==> src/rtl/axi_lite_master.sv <==
// Single-outstanding AXI4-Lite manager: one command in, one AXI-Lite transaction out, response buffered
// until consumed. Zero-wait latency: cmd accept N -> rsp_valid N+3; new commands stall while a response is held.
module axi_lite_master #(
    parameter int ADDR_WIDTH     = 6,
    parameter int DATA_WIDTH     = 32,
    parameter int STRB_WIDTH     = DATA_WIDTH / 8,
    parameter int TIMEOUT_CYCLES = 256
) (
    input  logic                  m_axi_aclk,
    input  logic                  m_axi_areset,

    input  logic                  cmd_valid,
    output logic                  cmd_ready,
    input  logic                  cmd_write,
    input  logic [ADDR_WIDTH-1:0] cmd_addr,
    input  logic [DATA_WIDTH-1:0] cmd_wdata,
    input  logic [STRB_WIDTH-1:0] cmd_wstrb,

    output logic                  rsp_valid,
    input  logic                  rsp_ready,
    output logic                  rsp_write,
    output logic [DATA_WIDTH-1:0] rsp_rdata,
    output logic [1:0]            rsp_resp,

    output logic                  busy,
    output logic                  timeout_pulse,

    output logic [ADDR_WIDTH-1:0] m_axi_awaddr,
    output logic                  m_axi_awvalid,
    input  logic                  m_axi_awready,
    output logic [DATA_WIDTH-1:0] m_axi_wdata,
    output logic [STRB_WIDTH-1:0] m_axi_wstrb,
    output logic                  m_axi_wvalid,
    input  logic                  m_axi_wready,
    input  logic [1:0]            m_axi_bresp,
    input  logic                  m_axi_bvalid,
    output logic                  m_axi_bready,
    output logic [ADDR_WIDTH-1:0] m_axi_araddr,
    output logic                  m_axi_arvalid,
    input  logic                  m_axi_arready,
    input  logic [DATA_WIDTH-1:0] m_axi_rdata,
    input  logic [1:0]            m_axi_rresp,
    input  logic                  m_axi_rvalid,
    output logic                  m_axi_rready
);

    localparam int               CNT_W   = $clog2(TIMEOUT_CYCLES + 1);
    localparam logic [CNT_W-1:0] CNT_MAX = CNT_W'(TIMEOUT_CYCLES);
    localparam logic [CNT_W-1:0] CNT_PRE = CNT_W'(TIMEOUT_CYCLES - 1);

    typedef enum logic [2:0] {
        S_IDLE,
        S_WR_AW_W,
        S_WR_B,
        S_RD_AR,
        S_RD_R
    } state_t;

    state_t                  r_state;
    logic                    r_aw_done;
    logic                    r_w_done;
    logic [CNT_W-1:0]        r_wd_cnt;
    logic                    r_timeout_pulse;

    logic [ADDR_WIDTH-1:0]   r_awaddr;
    logic                    r_awvalid;
    logic [DATA_WIDTH-1:0]   r_wdata;
    logic [STRB_WIDTH-1:0]   r_wstrb;
    logic                    r_wvalid;
    logic                    r_bready;
    logic [ADDR_WIDTH-1:0]   r_araddr;
    logic                    r_arvalid;
    logic                    r_rready;

    logic                    r_rsp_valid;
    logic                    r_rsp_write;
    logic [DATA_WIDTH-1:0]   r_rsp_rdata;
    logic [1:0]              r_rsp_resp;

    logic w_cmd_ready;
    logic w_cmd_hs;
    logic w_rsp_hs;
    logic w_aw_hs;
    logic w_w_hs;
    logic w_aw_fin;
    logic w_w_fin;
    logic w_b_hs;
    logic w_ar_hs;
    logic w_r_hs;
    logic w_wd_tick;

    // cmd_ready looks at the registered rsp_valid, so a command offered in the
    // same cycle the response is consumed waits one more cycle.
    assign w_cmd_ready = (r_state == S_IDLE) && !r_rsp_valid && !m_axi_areset;
    assign w_cmd_hs    = cmd_valid && w_cmd_ready;
    assign w_rsp_hs    = r_rsp_valid && rsp_ready;
    assign w_aw_hs     = r_awvalid && m_axi_awready;
    assign w_w_hs      = r_wvalid && m_axi_wready;
    assign w_aw_fin    = r_aw_done || w_aw_hs;
    assign w_w_fin     = r_w_done || w_w_hs;
    assign w_b_hs      = r_bready && m_axi_bvalid;
    assign w_ar_hs     = r_arvalid && m_axi_arready;
    assign w_r_hs      = r_rready && m_axi_rvalid;
    assign w_wd_tick   = ((r_state == S_WR_B) && !w_b_hs) || ((r_state == S_RD_R) && !w_r_hs);

    always_ff @(posedge m_axi_aclk) begin
        if (m_axi_areset) begin
            r_state         <= S_IDLE;
            r_aw_done       <= 1'b0;
            r_w_done        <= 1'b0;
            r_wd_cnt        <= '0;
            r_timeout_pulse <= 1'b0;
            r_awaddr        <= '0;
            r_awvalid       <= 1'b0;
            r_wdata         <= '0;
            r_wstrb         <= '0;
            r_wvalid        <= 1'b0;
            r_bready        <= 1'b0;
            r_araddr        <= '0;
            r_arvalid       <= 1'b0;
            r_rready        <= 1'b0;
            r_rsp_valid     <= 1'b0;
            r_rsp_write     <= 1'b0;
            r_rsp_rdata     <= '0;
            r_rsp_resp      <= 2'b00;
        end else begin
            r_timeout_pulse <= 1'b0;

            if (w_rsp_hs) begin
                r_rsp_valid <= 1'b0;
            end

            // Watchdog saturates at the limit so it fires only once per wait.
            if (w_wd_tick && (r_wd_cnt != CNT_MAX)) begin
                r_wd_cnt        <= r_wd_cnt + 1'b1;
                r_timeout_pulse <= (r_wd_cnt == CNT_PRE);
            end

            case (r_state)
                S_IDLE: begin
                    if (w_cmd_hs) begin
                        if (cmd_write) begin
                            r_state   <= S_WR_AW_W;
                            r_awaddr  <= cmd_addr;
                            r_wdata   <= cmd_wdata;
                            r_wstrb   <= cmd_wstrb;
                            r_awvalid <= 1'b1;
                            r_wvalid  <= 1'b1;
                            r_aw_done <= 1'b0;
                            r_w_done  <= 1'b0;
                        end else begin
                            r_state   <= S_RD_AR;
                            r_araddr  <= cmd_addr;
                            r_arvalid <= 1'b1;
                        end
                    end
                end

                S_WR_AW_W: begin
                    if (w_aw_hs) begin
                        r_awvalid <= 1'b0;
                        r_aw_done <= 1'b1;
                    end
                    if (w_w_hs) begin
                        r_wvalid <= 1'b0;
                        r_w_done <= 1'b1;
                    end
                    if (w_aw_fin && w_w_fin) begin
                        r_state  <= S_WR_B;
                        r_awaddr <= '0;
                        r_wdata  <= '0;
                        r_wstrb  <= '0;
                        r_bready <= 1'b1;
                        r_wd_cnt <= '0;
                    end
                end

                S_WR_B: begin
                    if (w_b_hs) begin
                        r_state     <= S_IDLE;
                        r_bready    <= 1'b0;
                        r_rsp_valid <= 1'b1;
                        r_rsp_write <= 1'b1;
                        r_rsp_rdata <= '0;
                        r_rsp_resp  <= m_axi_bresp;
                    end
                end

                S_RD_AR: begin
                    if (w_ar_hs) begin
                        r_state   <= S_RD_R;
                        r_arvalid <= 1'b0;
                        r_araddr  <= '0;
                        r_rready  <= 1'b1;
                        r_wd_cnt  <= '0;
                    end
                end

                S_RD_R: begin
                    if (w_r_hs) begin
                        r_state     <= S_IDLE;
                        r_rready    <= 1'b0;
                        r_rsp_valid <= 1'b1;
                        r_rsp_write <= 1'b0;
                        r_rsp_rdata <= m_axi_rdata;
                        r_rsp_resp  <= m_axi_rresp;
                    end
                end

                default: begin
                    r_state <= S_IDLE;
                end
            endcase
        end
    end

    assign cmd_ready     = w_cmd_ready;
    assign busy          = (r_state != S_IDLE);
    assign timeout_pulse = r_timeout_pulse;

    assign rsp_valid     = r_rsp_valid;
    assign rsp_write     = r_rsp_write;
    assign rsp_rdata     = r_rsp_rdata;
    assign rsp_resp      = r_rsp_resp;

    assign m_axi_awaddr  = r_awaddr;
    assign m_axi_awvalid = r_awvalid;
    assign m_axi_wdata   = r_wdata;
    assign m_axi_wstrb   = r_wstrb;
    assign m_axi_wvalid  = r_wvalid;
    assign m_axi_bready  = r_bready;
    assign m_axi_araddr  = r_araddr;
    assign m_axi_arvalid = r_arvalid;
    assign m_axi_rready  = r_rready;

endmodule

==> config.mk <==
export PLATFORM = sky130hd
export DESIGN_NAME = axi_lite_master
export DESIGN_NICKNAME = d
export VERILOG_FILES = /design/src/rtl/axi_lite_master.sv
export SDC_FILE = /design/constraint.sdc
export NUM_CORES = 1
export LEC_CHECK = 0
export CAP_MARGIN = 20
export CORE_MARGIN = 2
export CORE_UTILIZATION = 37
export CTS_CLUSTER_DIAMETER = 40
export DETAILED_ROUTE_END_ITERATION = 8
export PLACE_DENSITY = 0.73
export SYNTH_ARGS = -nofsm -noshare
export SYNTH_HDL_FRONTEND = slang
export SYNTH_SLANG_ARGS = --single-unit
==> constraint.sdc <==
create_clock -name m_axi_aclk -period 1.9 [get_ports m_axi_aclk]
set_clock_uncertainty 0.2 [all_clocks]
set_input_delay 0.57 -clock m_axi_aclk [delete_from_list [all_inputs] [get_ports m_axi_aclk]]
set_output_delay 0.57 -clock m_axi_aclk [all_outputs]
set_load 0.05 [all_outputs]
==> results of run 1 <==
## worst register-to-register path, cell delays in order (launching register included)
cell and delay, ns:
dfxtp_1 0.34, buf_4 0.18, nor3b_4 0.26, a32oi_2 0.10
clkdlybuf4s15_2 0.27, or4_1 0.48, a21oi_1 0.15
## logic make-up (layout without fill, tap and decap cells)
family / count (synthesis) / after routing / share of synthesized area [%]
AO/OA/AOI/OAI: 162 / 163 / 26.8
XOR/XNOR: 1 / 1 / 0.222
adder cells (fa/ha/maj): 3 / 3 / 0.953
buffers and inverters: 40 / 267 / 4.89
flip-flops: 104 / 104 / 52.9
multiplexers: 4 / 4 / 1.02
AND/OR/NAND/NOR: 99 / 99 / 13.2
## final timing paths
kind | start | to | slack (ns) | cells past startpoint
max | r_state[2] | cmd_ready | -0.29 | 3
min | r_wd_cnt[6] | r_wd_cnt[6] | 0.31 | 2
max reg2reg | r_state[2] | r_wd_cnt[5] | -0.14 | 6
min reg2reg | r_wd_cnt[6] | r_wd_cnt[6] | 0.31 | 2
## routing by layer
| metal | share of wire (%) | routed length, um |
|---|---|---|
| met1 | 37 | 5300 |
| met4 | 2.8 | 403 |
| met5 | 0 | 0 |
| met3 | 9.0 | 1300 |
| met2 | 51 | 7430 |
## registers in the layout (all words and copies together), names as in the netlist
| name | count |
|---|---|
| m_axi_wdata | 32 |
| rsp_rdata | 32 |
| r_wd_cnt | 9 |
| m_axi_araddr | 6 |
| m_axi_awaddr | 6 |
| m_axi_wstrb | 4 |
| r_state | 3 |
| rsp_resp | 2 |
| m_axi_arvalid | 1 |
| m_axi_awvalid | 1 |
| m_axi_bready | 1 |
| m_axi_rready | 1 |
| m_axi_wvalid | 1 |
| r_aw_done | 1 |
| r_w_done | 1 |
| rsp_valid | 1 |
| rsp_write | 1 |
| timeout_pulse | 1 |
## through the flow
stage / utilization, % / worst slack, ns
CTS: 72.7 / -0.302
global route: 74.2 / -0.332
finish: 74.2 / -0.294
floorplan: - / -0.308
global placement: 68.4 / -0.376
detailed placement: 68.4 / -0.492
## layout make-up
cell class | instances | area (sq um) | area share [%]
clock buffers | 9 | 124 | 1.62
clock inverters | 6 | 76.3 | 0.996
inverters | 8 | 30.0 | 0.392
multi-input cells | 270 | 1750 | 22.9
flip-flops and latches | 104 | 2090 | 27.2
well taps | 136 | 170 | 2.22
repair buffers | 244 | 3420 | 44.7
## power by group
part / internal, mW / switching (mW) / leakage (nW)
Combinational: 1.93 / 1.97 / 2.03
Clock: 0.626 / 0.840 / 0.102
Sequential: 2.41 / 0.246 / 0.844
Total: 4.96 / 3.05 / 2.97
## synthesized netlist by cell type (2+ instances only)
cell type | number | share of area, %
buf_6 | 3 | 0.86
ha_1 | 3 | 0.95
nand4_1 | 9 | 1.4
or4_1 | 6 | 1.1
nor2_1 | 11 | 1.0
nand3_1 | 4 | 0.51
buf_2 | 15 | 1.9
a22o_1 | 42 | 9.3
a21oi_1 | 52 | 6.6
mux2i_1 | 4 | 1.0
clkbuf_1 | 13 | 1.2
nor2b_1 | 2 | 0.32
a32oi_1 | 3 | 0.67
dfxtp_1 | 104 | 53
a32o_1 | 2 | 0.51
o31ai_1 | 5 | 0.95
and3_1 | 3 | 0.48
o21ai_0 | 44 | 5.6
inv_1 | 8 | 0.76
a21o_1 | 2 | 0.38
nand2b_1 | 2 | 0.32
a211oi_1 | 4 | 0.76
or2_2 | 2 | 0.32
nand2_1 | 45 | 4.3
or3_1 | 4 | 0.64
## timing repair
item                                    in CTS  in global routing
resized for setup                           17                 24
setup buffers                               10                  6
pin swaps                                    9                  5
endpoints found under the setup margin      71                 83
gates cloned                                 4                  3
==> metrics.md, run 1 <==
| Metric | Value |
|---|---|
| CP arrival | 1.42 ns |
| Hold Path Class | flip-flop to flip-flop |
| Max Root-Sink Buffers | 2 |
| Grt met1 use | 27.2% |
| Synth-to-Final Area Change | 94.5% |
| Post-synth EDFFs | 0 |
| Pwr Density | 1050 nW/um^2 |
| Post-route worst setup slack | -0.294 ns |
| Fillers | 642 |
| Slew Limit Headroom | 66.6% |
| Final setup vio count | 46 |
| Largest net degree at the start of global routing | 35 |
| Nets | 728 |
| Critical Path, Cell by Cell | or3_4 -> nor3_4 -> buf_6 |
| Top_reg_cell synth | dfxtp_1 |
| Max Transition Viols Final | 0 |
| Worst path max stage delay | 0.41 ns |
| Worst vdd ir | 0.603 mV |
| Post-DP HPWL | 9480 um |
| CTS Buf Count | 9 |
| Crit path time final | 2.19 ns |
| Critical Path RT | 1.13 ns |
| Port Buf Inserts | 179 |
| Initial antenna violation count | 0 |
| Std-Cell Rows | 37 |
| CP delay by family, top | simple AND/OR/NAND/NOR gates |
| RSZ-0062 raised after global routing | true |
| Fraction of registers with async set/reset | 0% |
| Clk root buf | clkbuf_8 |
| Top Ports | 180 |
| Die width | 107 um |
| #FFs+latches synth | 104 |
| First-pass GRT wire length | 22500 um |
| CP endpoint kind | primary output |
| Via-to-Cell Ratio | 5.41 |
| Worst Max-Slew Pin Slew | 0.499 ns |
| Max Freq | 456 MHz |
| Violated checks | negative setup slack |
| DRT iter0 DRCs | 273 |
| Worst-Skew Late Latency | 0.39 ns |
| Buf+Inv Stages, Crit Path | 1 |
| Mean post-synth cell area | 9.54 sq um |
| Drt total wl | 14400 um |
| Sequential fraction of the synthesis area | 52.9% |
| Initial Utilization | 38.2% |
| Mapped Nets | 504 |
| CP max FO | 2 |
| Via count | 4200 |
| # DRC | 0 |
| Clk sinks | 104 |
| GPL Wtd Cong | 0.798 |
| Finished Layout Cells | 777 |
| Setup_tns | -3.42 ns |
| Hold Worst Slack | 0.310 ns |
| Commonest non-fill, non-tap cells in the layout | dfxtp_1 (101), buf_12 (98), clkdlybuf4s50_1 (80) |
| Total Die Area | 11500 sq um |
| Design area | 7660 sq um |
| Worst setup path class | flip-flop to primary output |
| Status | complete, but fails checks |
| Power, Total | 8.02 mW |
| Leak | 2.97 nW |
| Placed Area | 7060 sq um |
| Grt peak-use layer | met2 |
| GR Overflow Total | 0 |
| CTS tree | built |
| Commonest non-fill, non-tap cell in the layout | dfxtp_1 |
| DRT Pass-1 Iters | 4 |
| Mapped Area | 3940 sq um |
| Routed wire per std cell | 18.6 um |
| DRT antenna net count | 0 |
| CP max stage cell | or3_4 |
| GRT Overall Usage | 24.7% |
| Final period util | 115% |
| Worst-path clk slew | 0.10 ns |
| Max-cap violations | 0 |
| Die height | 107 um |
| Core Footprint | 10300 sq um |
| Post-cts hold buffer count | 0 |
| Synth cell types | 46 |
| Vias in the first global route | 4293 |
| H-Tree Level Count | 3 |
| Final hold vios | 0 |
| Ant diodes | 0 |
| Post-Synthesis Cells | 413 |
| YS warnings | 0 |
| Met2 Use GR | 43.2% |
| DP Cell Count | 739 |
| Crit start category | flip-flop |
| Layout cells sized above 1 | 31.4% |
| Met3 usage | 9.67% |
Power figures use the tool's default switching activity.
==> inputs of run 2 (changes only) <==
- ABC_AREA: unset -> 1
- CORE_UTILIZATION: 37 -> 38
==> metrics.md, run 2 <==
| Metric | Value |
|---|---|
| H-Tree Level Count | 3 (unchanged) |
| P_sw | 3.61 mW (+18%) |
| Clk pwr share | 14.0% (-4.3 points) |
| Top_reg_cell synth | dfxtp_1 |
| Post-DP HPWL | 9790 um (+3.3%) |
| Commonest non-fill, non-tap cells in the layout | nand2_1 (186), dfxtp_1 (102), buf_12 (98) |
| RSZ-0062 raised after global routing | true |
| Mapped Nets | 661 (+31%) |
| DRT antenna net count | 0 (unchanged) |
| Crit path time final | 2.05 ns (-0.143 ns) |
| Finished Layout Cells | 912 (+17%) |
| Sw Ratio | 41.4% (+3.3 points) |
| Area contributors post-synth | dfxtp_1 (49%), nand2_1 (17%), a21oi_1 (11%) |
| Initial antenna violation count | 1 (+1) |
| Sequential fraction of the synthesis area | 49.1% (-3.8 points) |
| Status | complete, but fails checks |
| Met2 wire length | 6890 um (-7.3%) |
| GR Overflow Total | 0 (unchanged) |
| Port Buf Inserts | 179 (unchanged) |
| Clk sinks | 104 (unchanged) |
| Metal-1 WL | 4720 um (-11%) |
| Worst setup path class | flip-flop to primary output |
| Drt total wl | 13000 um (-9.7%) |
| Area leader, netlist | dfxtp_1 |
| Std-Cell Rows | 38 (+2.7%) |
| Fillers | 828 (+29%) |
| # DRC | 0 (unchanged) |
| Synth cell types | 28 (-39%) |
| Post-synth EDFFs | 0 (unchanged) |
| Worst Max-Slew Pin Slew | 0.852 ns (+0.353 ns) |
| Most frequent cell after synthesis | nand2_1 |
| CP arrival | 1.28 ns (-0.14 ns) |
| CP endpoint kind | primary output |
| Design area | 7480 sq um (-2.4%) |
| Pwr Density | 1170 nW/um^2 (+11%) |
| Synth-to-Final Area Change | 76.3% |
| Fraction of registers with async set/reset | 0% (unchanged) |
| Via count | 4492 (+7.0%) |
| Seq pwr share | 33.8% (+0.7 points) |
| CTS tree | built |
| Max Root-Sink Buffers | 2 (unchanged) |
| Final setup vio count | 2 (-96%) |
| Placed Area | 7270 sq um (+3.0%) |
| YS warnings | 0 (unchanged) |
| Routed wl met3 | 993 um (-24%) |
| DP Cell Count | 891 (+21%) |
| Core Footprint | 10900 sq um (+5.5%) |
| Vias in the first global route | 4385 (+2.1%) |
| Leak | 2.96 nW (-0.40%) |
| Hold Path Class | flip-flop to flip-flop |
| Max Freq | 488 MHz (+7.0%) |
| Post-route worst setup slack | -0.151 ns (+0.143 ns) |
| Layout cells sized above 1 | 21.8% (-9.6 points) |
| Initial Utilization | 39.0% (+0.80 points) |
| Violated checks | negative setup slack |
| GPL Wtd Cong | 0.861 (+7.9%) |
| CTS Buf Count | 9 (unchanged) |
| Hold Worst Slack | 0.261 ns (-0.0495 ns) |
| Multi-input gate area | 1860 sq um (+5.8%) |
| Slew Limit Headroom | 43.2% (-23 points) |
| Synth top cells by count | nand2_1 (187), dfxtp_1 (104), a21oi_1 (93) |
| Nets | 857 (+18%) |
| CP max FO | 2 (unchanged) |
| Critical Path RT | 1.13 ns (about the same) |
| Crit start category | flip-flop |
| Die height | 110 um (+2.3%) |
| Comb pwr share | 52.2% (+3.5 points) |
| Max-cap violations | 0 (unchanged) |
| Routed wire per std cell | 14.3 um (-23%) |
| DRT iter0 DRCs | 310 (+14%) |
| Worst-path clk slew | 0.09 ns (about the same) |
| Die width | 110 um (+2.3%) |
| Post-Synthesis Cells | 570 (+38%) |
| First-pass GRT wire length | 20400 um (-9.0%) |
| Top Ports | 180 (unchanged) |
| Clk root buf | clkbuf_8 |
| Mapped Area | 4240 sq um (+7.7%) |
| Internal power | 5.11 mW (+3.0%) |
| Max Transition Viols Final | 0 (unchanged) |
| Pre-CTS WS | -0.310 ns (+0.183 ns) |
| Via-to-Cell Ratio | 4.93 (-8.9%) |
| Final period util | 108% (-7.6 points) |
| #FFs+latches synth | 104 (unchanged) |
| Mean post-synth cell area | 7.44 sq um (-22%) |
| Worst vdd ir | 0.766 mV (+27%) |
| Total Die Area | 12000 sq um (+4.7%) |
| Power, Total | 8.72 mW (+8.8%) |
| Synth top area share | 49.1% (-3.8 points) |
| DRT Pass-1 Iters | 4 (unchanged) |
| GRT Overall Usage | 21.8% (-3.0 points) |
| Top sig layer | met4 |
| Commonest non-fill, non-tap cell in the layout | nand2_1 |
| FF/Latch Area | 2090 sq um (about the same) |
| Largest net degree at the start of global routing | 83 (+140%) |
| Final hold vios | 0 (unchanged) |
| Worst-Skew Late Latency | 0.38 ns (about the same) |
run 2: logic make-up after synthesis:
| family | count (synthesis) | share of synthesized area (%) |
|---|---|---|
| buf+inv | 66 | 7.73 |
| flops | 104 | 49.1 |
| compound gates | 100 | 12.2 |
| xor+xnor | 1 | 0.207 |
| fa+ha+maj | 3 | 0.885 |
| simple gates | 296 | 29.9 |
run 2: path summary, 6_finish.rpt:
path | from | endpoint | depth (start not counted) | slack (ns)
max | r_state[0] | cmd_ready | 4 | -0.15
min | r_aw_done | r_aw_done | 2 | 0.26
max reg2reg | r_state[0] | rsp_rdata[8] | 10 | 0.12
min reg2reg | r_aw_done | r_aw_done | 2 | 0.26
run 2: power by group through the flow:
stage / Sequential (mW) / Combinational, mW / Clock [mW]
after global placement: 2.98 / 4.41 / 0
after CTS: 2.94 / 4.56 / 1.27
after global routing: 2.99 / 4.84 / 1.37
after detailed placement: 3.00 / 4.50 / 0
after floorplan: 3.75 / 1.58 / 0
final: 2.94 / 4.56 / 1.22
run 2: what timing repair did:
item                                    in CTS  in global routing
pin swaps                                    3                  0
gates resized for setup                      2                  2
endpoints found under the setup margin       2                 14
hold buffers                                 0                  0
setup buffers                                4                  0
run 2: layout make-up:
cell class,count,share of cell area [%]
clock buffer,12,1.81
timing repair buffer,215,40.8
sequential,104,27.9
multi-input combinational,400,24.8
tap,140,2.34
inverter,36,1.86
antenna,1,0.0335
clock inverter,4,0.418
run 2: stage by stage:
stage	setup TNS, ns	utilization, %
2_1_floorplan	-0.109	-
3_3_place_gp	-21.59	66.8
3_5_place_dp	-24.40	66.8
4_1_cts	-0.289	68.6
5_1_grt	-0.374	68.7
6_report	-0.265	68.7
run 2: worst max-delay path: stages (launching register included):
cell and delay [ns]:
dfxtp_4 0.37, nor2_4 0.14, nand2_4 0.08, nor3_4 0.15
buf_12 0.16
run 2: layer usage:
layer | track usage, % | up-vias
li1 | - | 2232
met1 | 23.2 | 2058
met2 | 38.9 | 168
met5 | 0 | -
met4 | 8.86 | 0
met3 | 7.82 | 34
